--- src/rtl/mc_issue_sched.sv ---
// rtl/mc_issue_sched.sv - EX-stage issue scheduler for multicycle units (mul/div, atomic, FPU)
// Holds the front end while a unit runs, then replays the result into EX/MEM.
module mc_issue_sched #(
  parameter int TIMEOUT = 64
) (
  input  logic       clk,
  input  logic       reset,
  input  logic       ex_valid,
  input  logic [1:0] ex_unit,
  input  logic       flush,
  input  logic       mem_stall,
  input  logic       done_md,
  input  logic       done_amo,
  input  logic       done_fp,
  output logic       start_md,
  output logic       start_amo,
  output logic       start_fp,
  output logic       hold_exmem,
  output logic       issue_valid,
  output logic       stall_front,
  output logic       timeout_err,
  output logic [1:0] state_dbg
);

  typedef enum logic [1:0] {
    IDLE     = 2'd0,
    BUSY     = 2'd1,
    COMPLETE = 2'd2,
    ABORT    = 2'd3
  } state_t;

  state_t     state, state_nxt;
  logic [1:0] unit_q;
  logic [7:0] cnt;
  logic       mc_req, go, start_any, done_raw, sel_done, wd_hit, timeout_d;

  assign mc_req    = ex_valid && (ex_unit != 2'd0);
  assign go        = (state == IDLE) && mc_req && !flush && !mem_stall;
  assign start_any = start_md | start_amo | start_fp;
  assign wd_hit    = (cnt == 8'(TIMEOUT - 2));
  assign state_dbg = state;

  always_comb begin
    done_raw = 1'b0;
    case (unit_q)
      2'd1:    done_raw = done_md;
      2'd2:    done_raw = done_amo;
      2'd3:    done_raw = done_fp;
      default: done_raw = 1'b0;
    endcase
  end

  // A done still high from the previous operation is stale during the start cycle.
  assign sel_done = done_raw && !start_any;

  always_ff @(posedge clk or posedge reset) begin
    if (reset) state <= IDLE;
    else       state <= state_nxt;
  end

  always_comb begin
    state_nxt = state;
    case (state)
      IDLE:     if (go) state_nxt = BUSY;
      BUSY: begin
        if (flush)         state_nxt = ABORT;
        else if (sel_done) state_nxt = COMPLETE;
        else if (wd_hit)   state_nxt = IDLE;
      end
      COMPLETE: if (flush || !mem_stall) state_nxt = IDLE;
      ABORT:    if (sel_done || wd_hit) state_nxt = IDLE;
      default:  state_nxt = IDLE;
    endcase
  end

  // Registered so the pulse lands on the first IDLE cycle after the watchdog gives up.
  assign timeout_d = ((state == BUSY) && !flush && !sel_done && wd_hit) ||
                     ((state == ABORT) && !sel_done && wd_hit);

  always_ff @(posedge clk or posedge reset) begin
    if (reset) begin
      unit_q      <= 2'd0;
      cnt         <= 8'd0;
      start_md    <= 1'b0;
      start_amo   <= 1'b0;
      start_fp    <= 1'b0;
      timeout_err <= 1'b0;
    end else begin
      if (go) unit_q <= ex_unit;
      if (go || ((state == BUSY) && (state_nxt == ABORT))) cnt <= 8'd0;
      else if ((state == BUSY) || (state == ABORT))         cnt <= cnt + 8'd1;
      start_md    <= go && (ex_unit == 2'd1);
      start_amo   <= go && (ex_unit == 2'd2);
      start_fp    <= go && (ex_unit == 2'd3);
      timeout_err <= timeout_d;
    end
  end

  always_comb begin
    hold_exmem  = 1'b0;
    issue_valid = 1'b0;
    stall_front = 1'b0;
    if (!reset) begin
      case (state)
        IDLE: begin
          hold_exmem = mem_stall;
          if (mc_req && !flush) begin
            stall_front = 1'b1;
          end else begin
            issue_valid = ex_valid && !flush && !timeout_err;
            stall_front = mem_stall;
          end
        end
        BUSY:     stall_front = 1'b1;
        COMPLETE: begin
          issue_valid = !flush;
          hold_exmem  = mem_stall;
          stall_front = mem_stall;
        end
        ABORT:    stall_front = 1'b1;
        default: ;
      endcase
    end
  end

endmodule

--- config.mk ---
export PLATFORM = sky130hd
export DESIGN_NAME = mc_issue_sched
export DESIGN_NICKNAME = d
export VERILOG_FILES = /design/src/rtl/mc_issue_sched.sv
export SDC_FILE = /design/constraint.sdc
export NUM_CORES = 1
export LEC_CHECK = 0
export ABC_CLOCK_PERIOD_IN_PS = 1600
export BUFFER_PORTS_ARGS = -buffer_cell sky130_fd_sc_hd__buf_2
export CELL_PAD_IN_SITES_DETAIL_PLACEMENT = 1
export CELL_PAD_IN_SITES_GLOBAL_PLACEMENT = 1
export CORE_UTILIZATION = 38
export DETAILED_ROUTE_END_ITERATION = 12
export PLACE_DENSITY = 0.77
export SYNTH_ARGS = -nofsm -noshare
export SYNTH_HDL_FRONTEND = slang
export SYNTH_SLANG_ARGS = --single-unit
export TNS_END_PERCENT = 5
--- constraint.sdc ---
create_clock -name clk -period 1.6 [get_ports clk]
set_clock_uncertainty 0.05 [all_clocks]
set_input_delay 0.08 -clock clk [delete_from_list [all_inputs] [get_ports clk]]
set_output_delay 0.08 -clock clk [all_outputs]
set_load 0.02 [all_outputs]
Word-level counts from Yosys, hierarchy flattened --
Index checks and enable logic that the tools add are counted.
Cells by class: divide/modulo/power cells 0, magnitude comparators 0, multiplexer cells 18, $add $sub $neg 1, equal/unequal tests 11, multiply operators 0, bitwise operators 2, reduce and logical (&&, ||, !) cells 32, shift operators 0
Operator list (count):
- $logic_and A1 B1 Y1 | 17
- $mux W8 | 2
- $eq A2 B2 Y1 const B | 7
- $mux W2 | 6
- $add A8 B1 Y8 const B | 1
- $eq A8 B6 Y1 const B | 1
- $pmux W2 S4 | 1
- $eq A2 B1 Y1 const B | 3
- $mux W1 | 6
- $pmux W1 S3 | 2
- $logic_not A1 Y1 | 5
- $logic_or A1 B1 Y1 | 5
- $reduce_bool A2 Y1 | 2
- $reduce_or A2 Y1 | 2
- $logic_not A2 Y1 | 1
- $or A1 B1 Y1 | 2
- $pmux W1 S2 | 1
Storage, ports and cells: memory bits (read-only) 0, bits in latches 0, output and inout port bits 9, memories 0, bits in registers 16, bits of input ports 10, bits in writable memories 0

Depth between registers and ports, before layout --
depth in word-level cells 11, depth in mapped cells 6, mapped depth without buffers 6

Least setup slack after synthesis --
OpenSTA, ideal clock, no wires.
path type register to register, start register start_amo, end register state[1] (netlist: state_dbg[1]), period minus slack after synthesis 1587 ps, required time 1481 ps, data arrival time 1468 ps, setup slack 13 ps, stages on the path, launching flop included 5, setup time 69 ps, path buffers 0, path through dfrtp_1 or3_1 a211o_1 a211o_1 nand3_1
On the way: longest elaborated chain between the ends 7
Ends and longest elaborated chain:
- from (decl) | line 16 | output logic start_amo,
- from (signal assigned) | line 93 | start_amo <= go && (ex_unit == 2'd2);
- $or A1 B1 Y1 (*) (2 in series) | line 39 | assign start_any = start_md | start_amo | start_fp;
- $logic_not A1 Y1 (*) | line 54 | assign sel_done = done_raw && !start_any;
- $logic_and A1 B1 Y1 (*) | line 54
- $mux W2 / $logic_or A1 B1 Y1 (equally long branches) | line 67, 71
- $mux W2, on equally long branches | line 66, 71
- $pmux W2 S4 (*) | line 63 | case (state)
- named net state_nxt[1] | line 32 | state_t state, state_nxt;
- to (signal assigned) | line 58 | else state <= state_nxt;
- to (decl) | line 32
The timed path passes the listed nets; every way through them passes the cells marked *. A chain may end at the register's enable or synchronous reset.

Final worst setup path --
Ends and elaborated chain as after synthesis.

==> results.md <==
- Final critical-path required period: 1.525 ns
- Post-Route WL: 1884 microns
- Count of endpoints failing hold in the final timing report: 0
- Crit path required time: 1.79 ns
- Leading post-synthesis cells by cell area: sky130_fd_sc_hd__dfrtp_1 51%, sky130_fd_sc_hd__nor2_1 6.2%, sky130_fd_sc_hd__xnor2_1 4.4%, sky130_fd_sc_hd__nand2_1 3.3%, sky130_fd_sc_hd__xor2_1 3.3%
- Slowest stage delay, CP: 0.38 ns
- Highest ir drop seen on vdd: 722.3 uV
- Detailed-routing iteration count for the pre-antenna-repair pass: 2
- Global-route congestion overflow total: 0
- Max Clk Rate: 655.7 MHz
- Classification of the worst setup path: flop to flop
- Area delta synth->final: 29.64%
- Wire length per cell: approximately 14 microns
- CTS Buffer Depth: 2
- Endpoints failing setup: 0
- Result of the run: finished, final reports clean
- CTS root buffer: sky130_fd_sc_hd__clkbuf_4
- Final weighted congestion in routability-driven placement: 0.7047
- Yosys top cell area share: 50.71%
- Most used flip-flop cell after synthesis: sky130_fd_sc_hd__dfrtp_1
- Data arrival time of the critical path: 1.71 ns
- Final #Nets: 121
- Area enclosed by the die boundary: 0.002264 sq mm
- Relative slew slack: 79.18%
- Site Rows: 16
- Worst-Skew Late Latency: roughly 0.29 ns
- PD cells: around 1400 mW/mm^2
- Category of cells accounting for the largest share of critical-path delay: compound AO/OA/AOI/OAI gates
- Clock tree from TritonCTS: built
- Gate Count Post-Synth: 80
- Flops & latches, synth: 16
- Worst min-delay path category: input pin to flop
- Number of clock sinks: 16
- Final clock period utilization by the worst path: 95.32%
- Kind of start point of the critical path: flop
- Count of filler cells inserted in the layout: 250
- Maximum number of pins on one net before global-route repair: 17
- Antenna violations before repair: 0
- RSZ-0062 raised after global routing: false
- Sequential-to-total area share from yosys stat: 50.71%
- Cell leakage power: 0.5225 nW
- Half-perimeter wire length after placement: ~1400 microns
- Mean instance size in the synthesized netlist: around 9.9 sq um
- Std-Cell Core Area: just under 0.002 sq mm
- Number of enable flip-flop cells after synthesis: 0
- Final antenna-violating net count: 0
- Largest fanout of any net on the critical path: 4
- Number of placed I/O pins: 19
- Post-place instance area: around 940 sq um
- Master of the slowest instance on the critical path: sky130_fd_sc_hd__dfrtp_1
- Capturing element type of the critical path: flop
- Die outline width: 47.58 microns
- Number of cells after detailed placement: approximately 130
- IO buf count: 18
- Cell type contributing the most total cell area after synthesis: sky130_fd_sc_hd__dfrtp_1
- Number of warning messages in the yosys log: 0
- Residual DRC count: 0
- Nets in the synthesized netlist: 92
- Vias per inst: a little over 5
- Antenna Cells: 0
- Proportion of layout cells with a drive suffix above 1: 28.70%
- Die Y-Extent: 47.58 microns
- Mapped cell area: around 790 sq um
- Detailed router's first-iteration violation count: 4
- Number of standard cells in the layout, taps in and fillers out: 135
- Max-slew violations: 0
- Global routing usage summed across all routing layers: between 20% and 30%
- Total number of H-tree levels: 1
- Number of buffers created by CTS: 3
- Reported max-cap violation count: 0
- Vias post-DR: 682
- Most common cell type on the critical path: sky130_fd_sc_hd__a211o_1
- Starting Density: 40.24%
- Worst-path clk slew: roughly 0.10 ns
- Final instance area: 0.001023 sq mm
- Number of global-route vias before repair: 680
- Bufs and invs on worst path: 0
- Most frequent cells after synthesis: 16 x sky130_fd_sc_hd__dfrtp_1, 13 x sky130_fd_sc_hd__nor2_1, 7 x sky130_fd_sc_hd__nand2_1
- Hold slack: 0.03405 ns
- Cell-by-cell trace of the critical path: or3_1 > a211o_1 > a211o_1 > nand3_1
- Share of synthesized registers carrying an async set or reset: 100.0%
- Global-route wire length before repair: 3139 microns
- Most common cell in the synthesized netlist: sky130_fd_sc_hd__dfrtp_1
- Transition time at the pin with the least slew margin: 0.3115 ns
- Total Negative Setup Slacks: 0 ns
- Cell variety after synth: 26
==> cell usage in the layout, fill, tap and decap left out, types with 2 or more instances in the layout <==
cell                            count
sky130_fd_sc_hd__ha_1               2
sky130_fd_sc_hd__and3_1             2
sky130_fd_sc_hd__a211o_1            2
sky130_fd_sc_hd__nand2_1            7
sky130_fd_sc_hd__nor2_1            12
sky130_fd_sc_hd__xor2_1             3
sky130_fd_sc_hd__clkbuf_4           3
sky130_fd_sc_hd__nor3b_1            2
sky130_fd_sc_hd__nand4_1            4
sky130_fd_sc_hd__nand3_1            2
sky130_fd_sc_hd__inv_1              6
sky130_fd_sc_hd__buf_2             16
sky130_fd_sc_hd__mux2_2             2
sky130_fd_sc_hd__buf_4              6
sky130_fd_sc_hd__a21oi_1            2
sky130_fd_sc_hd__dlygate4sd3_1      2
sky130_fd_sc_hd__dfrtp_1           16
sky130_fd_sc_hd__xnor2_1            4
sky130_fd_sc_hd__nor3_1             2
==> through the flow <==
step,util (%),setup WS [ns],power (mW)
floorplan,-,0.01328,0.9932
global placement,48.09,0.07739,1.166
detailed placement,48.09,0.06316,1.190
CTS,51.47,0.01004,1.470
global route,52.17,0.01492,1.582
finish,52.17,0.07496,1.465
==> flip-flops by register name (all words and copies together) (netlist names) <==
register / flops
state_dbg: 2
start_fp: 1
cnt: 8
timeout_err: 1
start_md: 1
start_amo: 1
unit_q: 2
==> report_power, final <==
group / switching (mW) / total [mW] / leakage [nW] / internal (mW)
registers: 0.0832 / 0.592 / 0.211 / 0.508
logic: 0.339 / 0.604 / 0.290 / 0.265
clock network: 0.130 / 0.269 / 0.0210 / 0.139
total: 0.553 / 1.46 / 0.523 / 0.912
==> tightest hold or removal path, cell delays in order <==
cell	delay, ns
sky130_fd_sc_hd__buf_2	0.11
sky130_fd_sc_hd__nand4_1	0.08
sky130_fd_sc_hd__nand3_1	0.07
==> cell families after synthesis <==
kind of cell,synth area share [%]
compound gates,6.341
xor+xnor,7.766
fa+ha+maj,3.169
buf+inv,3.804
flops,50.71
mux,4.120
simple gates,24.09
==> what timing repair did <==
item,4_1_cts,5_1_grt
hold buffers,3,0
resized for setup,0,5
endpoints found under the hold margin,18,0
endpoints found under the setup margin,0,4
setup buffers,0,0
==> layout make-up <==
type	instances	area, sq um	share of cell area [%]
Tap cell	27	33.78	3.301
Inverter	6	22.52	2.200
Multi-Input combinational cell	57	372.9	36.43
Clock buffer	4	36.28	3.545
Timing Repair Buffer	25	157.7	15.40
Sequential cell	16	400.4	39.12
==> final timing paths <==
path / from / to / slack (ns) / cells after the start
worst max-delay path: start_amo / state_dbg[1] / 0.07 / 4
worst max register to register: start_amo / state_dbg[1] / 0.07 / 4
min in group asynchronous: reset / state_dbg[0] / 0.35 / 4
worst min-delay path: mem_stall / state_dbg[1] / 0.03 / 3
worst min register to register: cnt[7] / cnt[7] / 0.50 / 2
max in group asynchronous: reset / cnt[3] / 0.96 / 4
==> metal layers <==
metal	wire length, microns	track usage (%)
met4	23	8.889
met1	827	24.88
met5	0	0
met2	963	35.07
met3	69	7.170
No activity file was read; power rests on OpenSTA's default activity.
